--- config.mk ---
export PLATFORM = sky130hd
export DESIGN_NAME = demux2_pipe
export DESIGN_NICKNAME = d
export VERILOG_FILES = /design/src/rtl/demux2_pipe.sv
export SDC_FILE = /design/constraint.sdc
export NUM_CORES = 1
export LEC_CHECK = 0
export BUFFER_PORTS_ARGS = -buffer_cell sky130_fd_sc_hd__buf_4
export CAP_MARGIN = 40
export CORE_MARGIN = 4
export CORE_UTILIZATION = 43
export DETAILED_ROUTE_END_ITERATION = 8
export MAX_ROUTING_LAYER = met4
export PLACE_DENSITY_LB_ADDON = 0.08
export REMOVE_ABC_BUFFERS = 1
export SYNTH_ARGS = -nofsm -noshare
export SYNTH_HDL_FRONTEND = slang
export SYNTH_SLANG_ARGS = --single-unit
--- constraint.sdc ---
create_clock -name clk -period 1.41 [get_ports clk]
set_input_delay 0.141 -clock clk [delete_from_list [all_inputs] [get_ports clk]]
set_output_delay 0.141 -clock clk [all_outputs]
set_load 0.05 [all_outputs]
--- src/rtl/demux2_pipe.sv ---
// demux2_pipe: registered 1-to-2 valid/ready stream demultiplexer.
// Each accepted input word is steered by in_sel into one of two
// independent one-entry output registers, so a stalled sink never blocks
// traffic bound for the other sink. A full branch whose sink is ready
// drains and refills in the same cycle, so it sustains one word per cycle.
// Optional feature: define DEMUX2_STATS_EN to add per-branch 16-bit
// wrapping drain counters on ports count0/count1.
module demux2_pipe #(
  parameter int WIDTH = 8
) (
  input  logic             clk,
  input  logic             rst_n,
  input  logic             in_valid,
  output logic             in_ready,
  input  logic [WIDTH-1:0] in_data,
  input  logic             in_sel,
  output logic             out0_valid,
  input  logic             out0_ready,
  output logic [WIDTH-1:0] out0_data,
  output logic             out1_valid,
  input  logic             out1_ready,
  output logic [WIDTH-1:0] out1_data
`ifdef DEMUX2_STATS_EN
  ,
  output logic [15:0]      count0,
  output logic [15:0]      count1
`endif
);

  typedef enum logic {
    EMPTY = 1'b0,
    FULL  = 1'b1
  } br_state_t;

  // Branch state registers (stage p0 is the output register stage).
  br_state_t        st0_p0, st1_p0;
  br_state_t        st0_nxt, st1_nxt;
  logic [WIDTH-1:0] data0_p0, data1_p0;

  // Handshake decode.
  logic room0, room1;
  logic accept;
  logic load0, load1;
  logic drain0, drain1;

  // Branch transition: a load always leaves the branch FULL (covers the
  // simultaneous drain-and-refill case); a drain without load empties it.
  function automatic br_state_t next_state(input br_state_t cur,
                                           input logic      load,
                                           input logic      drain);
    br_state_t nxt;
    nxt = cur;
    if (load) begin
      nxt = FULL;
    end else if (drain) begin
      nxt = EMPTY;
    end
    return nxt;
  endfunction

  // Counter step; 16-bit arithmetic wraps FFFF -> 0000 naturally.
  function automatic logic [15:0] inc_wrap(input logic [15:0] cnt);
    return cnt + 16'd1;
  endfunction

  // Input readiness depends only on the selected branch, never on in_valid.
  always_comb begin
    room0    = (st0_p0 == EMPTY) || out0_ready;
    room1    = (st1_p0 == EMPTY) || out1_ready;
    in_ready = in_sel ? room1 : room0;
    accept   = in_valid && in_ready;
    load0    = accept && !in_sel;
    load1    = accept &&  in_sel;
    drain0   = (st0_p0 == FULL) && out0_ready;
    drain1   = (st1_p0 == FULL) && out1_ready;
  end

  // Next-state logic for both branch FSMs.
  always_comb begin
    st0_nxt = st0_p0;
    st1_nxt = st1_p0;
    st0_nxt = next_state(st0_p0, load0, drain0);
    st1_nxt = next_state(st1_p0, load1, drain1);
  end

  // ---- stage p0: branch state registers ----
  always_ff @(posedge clk or negedge rst_n) begin
    if (!rst_n) begin
      st0_p0 <= EMPTY;
      st1_p0 <= EMPTY;
    end else begin
      st0_p0 <= st0_nxt;
      st1_p0 <= st1_nxt;
    end
  end

  // Branch data registers: capture only on a load, otherwise hold so the
  // word stays stable while the sink stalls. Cleared on reset.
  always_ff @(posedge clk or negedge rst_n) begin
    if (!rst_n) begin
      data0_p0 <= '0;
      data1_p0 <= '0;
    end else begin
      if (load0) begin
        data0_p0 <= in_data;
      end
      if (load1) begin
        data1_p0 <= in_data;
      end
    end
  end

  // Output drive straight from the branch registers.
  always_comb begin
    out0_valid = (st0_p0 == FULL);
    out1_valid = (st1_p0 == FULL);
    out0_data  = data0_p0;
    out1_data  = data1_p0;
  end

`ifdef DEMUX2_STATS_EN
  logic [15:0] cnt0_p0, cnt1_p0;

  // Completed-transfer counters, one per branch, stepped on each drain.
  always_ff @(posedge clk or negedge rst_n) begin
    if (!rst_n) begin
      cnt0_p0 <= 16'd0;
      cnt1_p0 <= 16'd0;
    end else begin
      if (drain0) begin
        cnt0_p0 <= inc_wrap(cnt0_p0);
      end
      if (drain1) begin
        cnt1_p0 <= inc_wrap(cnt1_p0);
      end
    end
  end

  assign count0 = cnt0_p0;
  assign count1 = cnt1_p0;
`endif

endmodule

Word-level counts from Yosys, hierarchy flattened. Index checks and enable logic that the tools add are counted.

Input port bits: 14. Output and inout port bits: 19. Logic and storage cells: 21. Flip-flop bits (word level): 18.

Reductions and logical operators: 10. Mux-type cells: 5. Bitwise gates (word level): 2.

Operators with widths (number): $logic_and 1x1->1 (5); $mux 1 (5); $reduce_bool 2->1 (2); $logic_or 1x1->1 (2); $not 1->1 (2); $logic_not 1->1 (1).

Logic depth before layout (Yosys ltp).
Depth in word-level cells: 6. Mapped depth: 3. Gate-level depth less buffers: 3.

Worst setup path after synthesis. OpenSTA, ideal clock, no wires.

Kind: register -> output. From: register st1_p0, in the netlist out1_valid. To: output port in_ready. Stages on the path, launching flop included: 3. Data required time: 1.269 ns. Arrival time: 1.594 ns. Buffers on the path: 0. Path slack: -0.325 ns. Path through: dfrtp_1 > nor2b_1 > a21oi_1.

Cells in the longest elaborated chain, start to end: 3.

RTL lines: from (decl) (RTL line 36) `br_state_t st0_p0, st1_p0;`; from (signal assigned) (RTL line 93) `st1_p0 <= st1_nxt;`; $not 1->1 (RTL line 69) `room1 = (st1_p0 == EMPTY) || out1_ready;`; $logic_or 1x1->1 (RTL line 69); $mux 1 (RTL line 70) `in_ready = in_sel ? room1 : room0;`; to (decl) (RTL line 14) `output logic in_ready,`.

No other way between the ends.

Worst setup path after layout.
From: register st0_p0, in the netlist out0_valid. To: register data0_p0[5], in the netlist out0_data[5].

Cells in the longest elaborated chain, start to end: 5.

RTL lines: from (decl) (RTL line 36); from (signal assigned) (RTL line 92) `st0_p0 <= st0_nxt;`; $not 1->1 (RTL line 68) `room0 = (st0_p0 == EMPTY) || out0_ready;`; $logic_or 1x1->1 (RTL line 68); $mux 1 (RTL line 70); $logic_and 1x1->1 (RTL line 71) `accept = in_valid && in_ready;`; $logic_and 1x1->1 (RTL line 72) `load0 = accept && !in_sel;`; to (signal assigned) (RTL line 105) `data0_p0 <= in_data;`; to (decl) (RTL line 38) `logic [WIDTH-1:0] data0_p0, data1_p0;`.

No other way between the ends. A chain may end at the register's enable or synchronous reset.

==> out/metrics.yaml <==
status: "finished clean"
drtIter0Drc: 4
synth_cells: 44
fin_crit_sh_pct: 91.6
grt_max_degree: 19
ys.warnings.count: 0
synthXorXnorAreaFrac_pct: 0
antennaDiodeCount: 0
cts_made_buffers: 3
grt_pass1_vias: 500
clockPowerShare_pct: 19.2
vias_per_cell: 4.98
max_slew.worst_pin.slew_ps: 263
vias: 493
seqPwrFrac_pct: 40.3
placed_area_um2: 978
synth-simple-area-share_pct: 8.36
die_area_um2: 2350
intPower_mw: 0.987
final_cell_mix: "buf_4 (33), dfrtp_1 (18), mux2_2 (16)"
clkSlewWorstSetupHoldPaths_ps: 100
start_util_pct: 46.1
drtAntennaViolNets: 0
h-tree-depth: 1
stdcell_area_um2: 1040
cts_tree: "done"
drc_errors: 0
clock_path_buffers: 2
routed_wirelength_um: 1390
max_stage_delay_ps: 410
synth_fa_ha_area_share_pct: 0
hp-class: "in -> reg"
cts.sinks: 18
leakagePower_nw: 0.498
crit_chain: "nand2b_2, nor3b_4, buf_4, mux2_2"
finalMaxSlewViolations: 0
cp-end-kind: "flop"
power_mw: 1.61
layout_commonest_cell: "buf_4"
clk_latency_ps: 280
power.switching_mw: 0.623
synth_seq_cells: 18
holdWs_ps: 89.8
dr.pass1.iters: 4
routabilityCongestion: 0.723
yosys-top-cells-area: "dfrtp_1 (64%), mux2_2 (26%), nor3b_4 (2.7%)"
path_class: "reg -> reg"
max-vdd-ir-drop_uv: 901
setup_violations: 0
synth.yosys.seq_area_share_pct: 64.1
cap_violations: 0
antenna_found_initial: 0
slowest_stage: "dfrtp_1"
tns_ps: 0
final_net_count: 98
skew_ps: 1.76
synth_top_cell_by_area: "dfrtp_1"
die_w_um: 48.4
yosysTopAreaCellShare_pct: 64.1
synth_cell_types: 12
syn_area_per_cell_um2: 16.0
grt_usage_pct: 12.7
syn-cell-area_um2: 703
crit_fanout: 5
dpl.hpwl_um: 1050
worstPathRequired_ps: 1590
fp-row-count: 14
fp.dieH_um: 48.4
pwr-share-comb_pct: 40.5
layout-drive-gt1-share_pct: 71.1
synth_top_family_by_area: "multiplexers"
p_sw_share_pct: 38.7
cellPowerDensity_nw_per_um2: 1550
crit_arrival_ps: 1470
fin_crit_ps: 1290
port_buffers: 32
grt_pass1_wl_um: 2300
hold_violations: 0
core-area_um2: 1520
io_pins: 33
gr-total-overflow: 0
rsz0062_at_grt: "no"
detail_route.wl_per_cell_um: 14.0
slew_headroom_pct: 82.4
synth_compound_area_share_pct: 1.42
fmax_mhz: 775
cp-start-kind: "flop"
cts_root_buf: "clkbuf_4"
synthMuxAreaShare_pct: 25.6
area_delta_synth_final_pct: 47.9
[kinds of logic after synthesis]
| group | after synthesis |
|---|---|
| flops | 18 |
| mux | 16 |
| simple gates | 7 |
| compound gates | 2 |
| buf+inv | 1 |
[final cells by class]
cell class	instances	area, um^2
timing repair buffer	35	269
multi-input combinational	25	260
fill	116	484
clock buffer	4	36.3
sequential	18	450
inverter	1	3.75
tap	16	20.0
[synthesized netlist by cell type, drive strengths merged]
library cell  number
nor3b              1
inv                1
dfrtp             18
nand2b             2
nor2b              1
nor2               2
nand2              1
a21oi              1
mux2              16
o21ai              1
[layer usage]
layer | vias up | part of all wire [%] | wire length (um) | global-route usage [%]
met5 | - | 0 | 0 | -
met4 | 0 | 0 | 0 | 2.76
met3 | 0 | 8.8 | 122 | 6.13
met2 | 20 | 47 | 645 | 18.5
met1 | 244 | 45 | 618 | 16.0
li1 | 229 | - | - | -
[sequential cells by signal, indices dropped and copies added, names as in the netlist]
name	flops
out1_data	8
out0_valid	1
out0_data	8
out1_valid	1
[path summary, 6_finish.rpt]
kind / from / end / slack [ps] / cells after the start
setup reg to reg: out0_valid / out0_data[5] / 120 / 4
max in group asynchronous: rst_n / out1_data[6] / 960 / 2
hold / removal: in_data[2] / out0_data[2] / 90 / 2
setup / recovery: out0_valid / out0_data[5] / 120 / 4
hold reg to reg: out0_data[4] / out0_data[4] / 520 / 1
min in group asynchronous: rst_n / out0_valid / 260 / 2
[metrics by stage]
stage          setup WS (ps)  utilization, %  std cells
2_1_floorplan           -325               -         44
3_3_place_gp             115            64.2         94
3_5_place_dp             110            64.2         94
4_1_cts                 10.7            67.2         99
5_1_grt                 27.3            68.2         99
6_report                 119            68.2         99
[worst max-delay path, delay by kind of cell, from the launching register on]
family,cells,cell delay (ps)
buffers and inverters,1,170
flip-flops,1,410
multiplexers,1,330
AND/OR/NAND/NOR,2,280
[power by group through the flow]
stage	Sequential (mW)	Clock (mW)	Combinational, mW
after floorplan	0.974	0	0.112
after global placement	0.660	0	0.643
after detailed placement	0.659	0	0.649
after CTS	0.650	0.321	0.652
after global routing	0.662	0.351	0.681
final	0.648	0.310	0.652
[repair_timing]
| item | CTS | global route |
|---|---|---|
| buffers inserted | 0 | 0 |
| setup endpoints to repair | 0 | 1 |
| resized for setup | 0 | 4 |
| endpoints found under the hold margin | 18 | 0 |
| hold buffers | 1 | 0 |
Note: power is estimated with default switching activity, not from simulation.
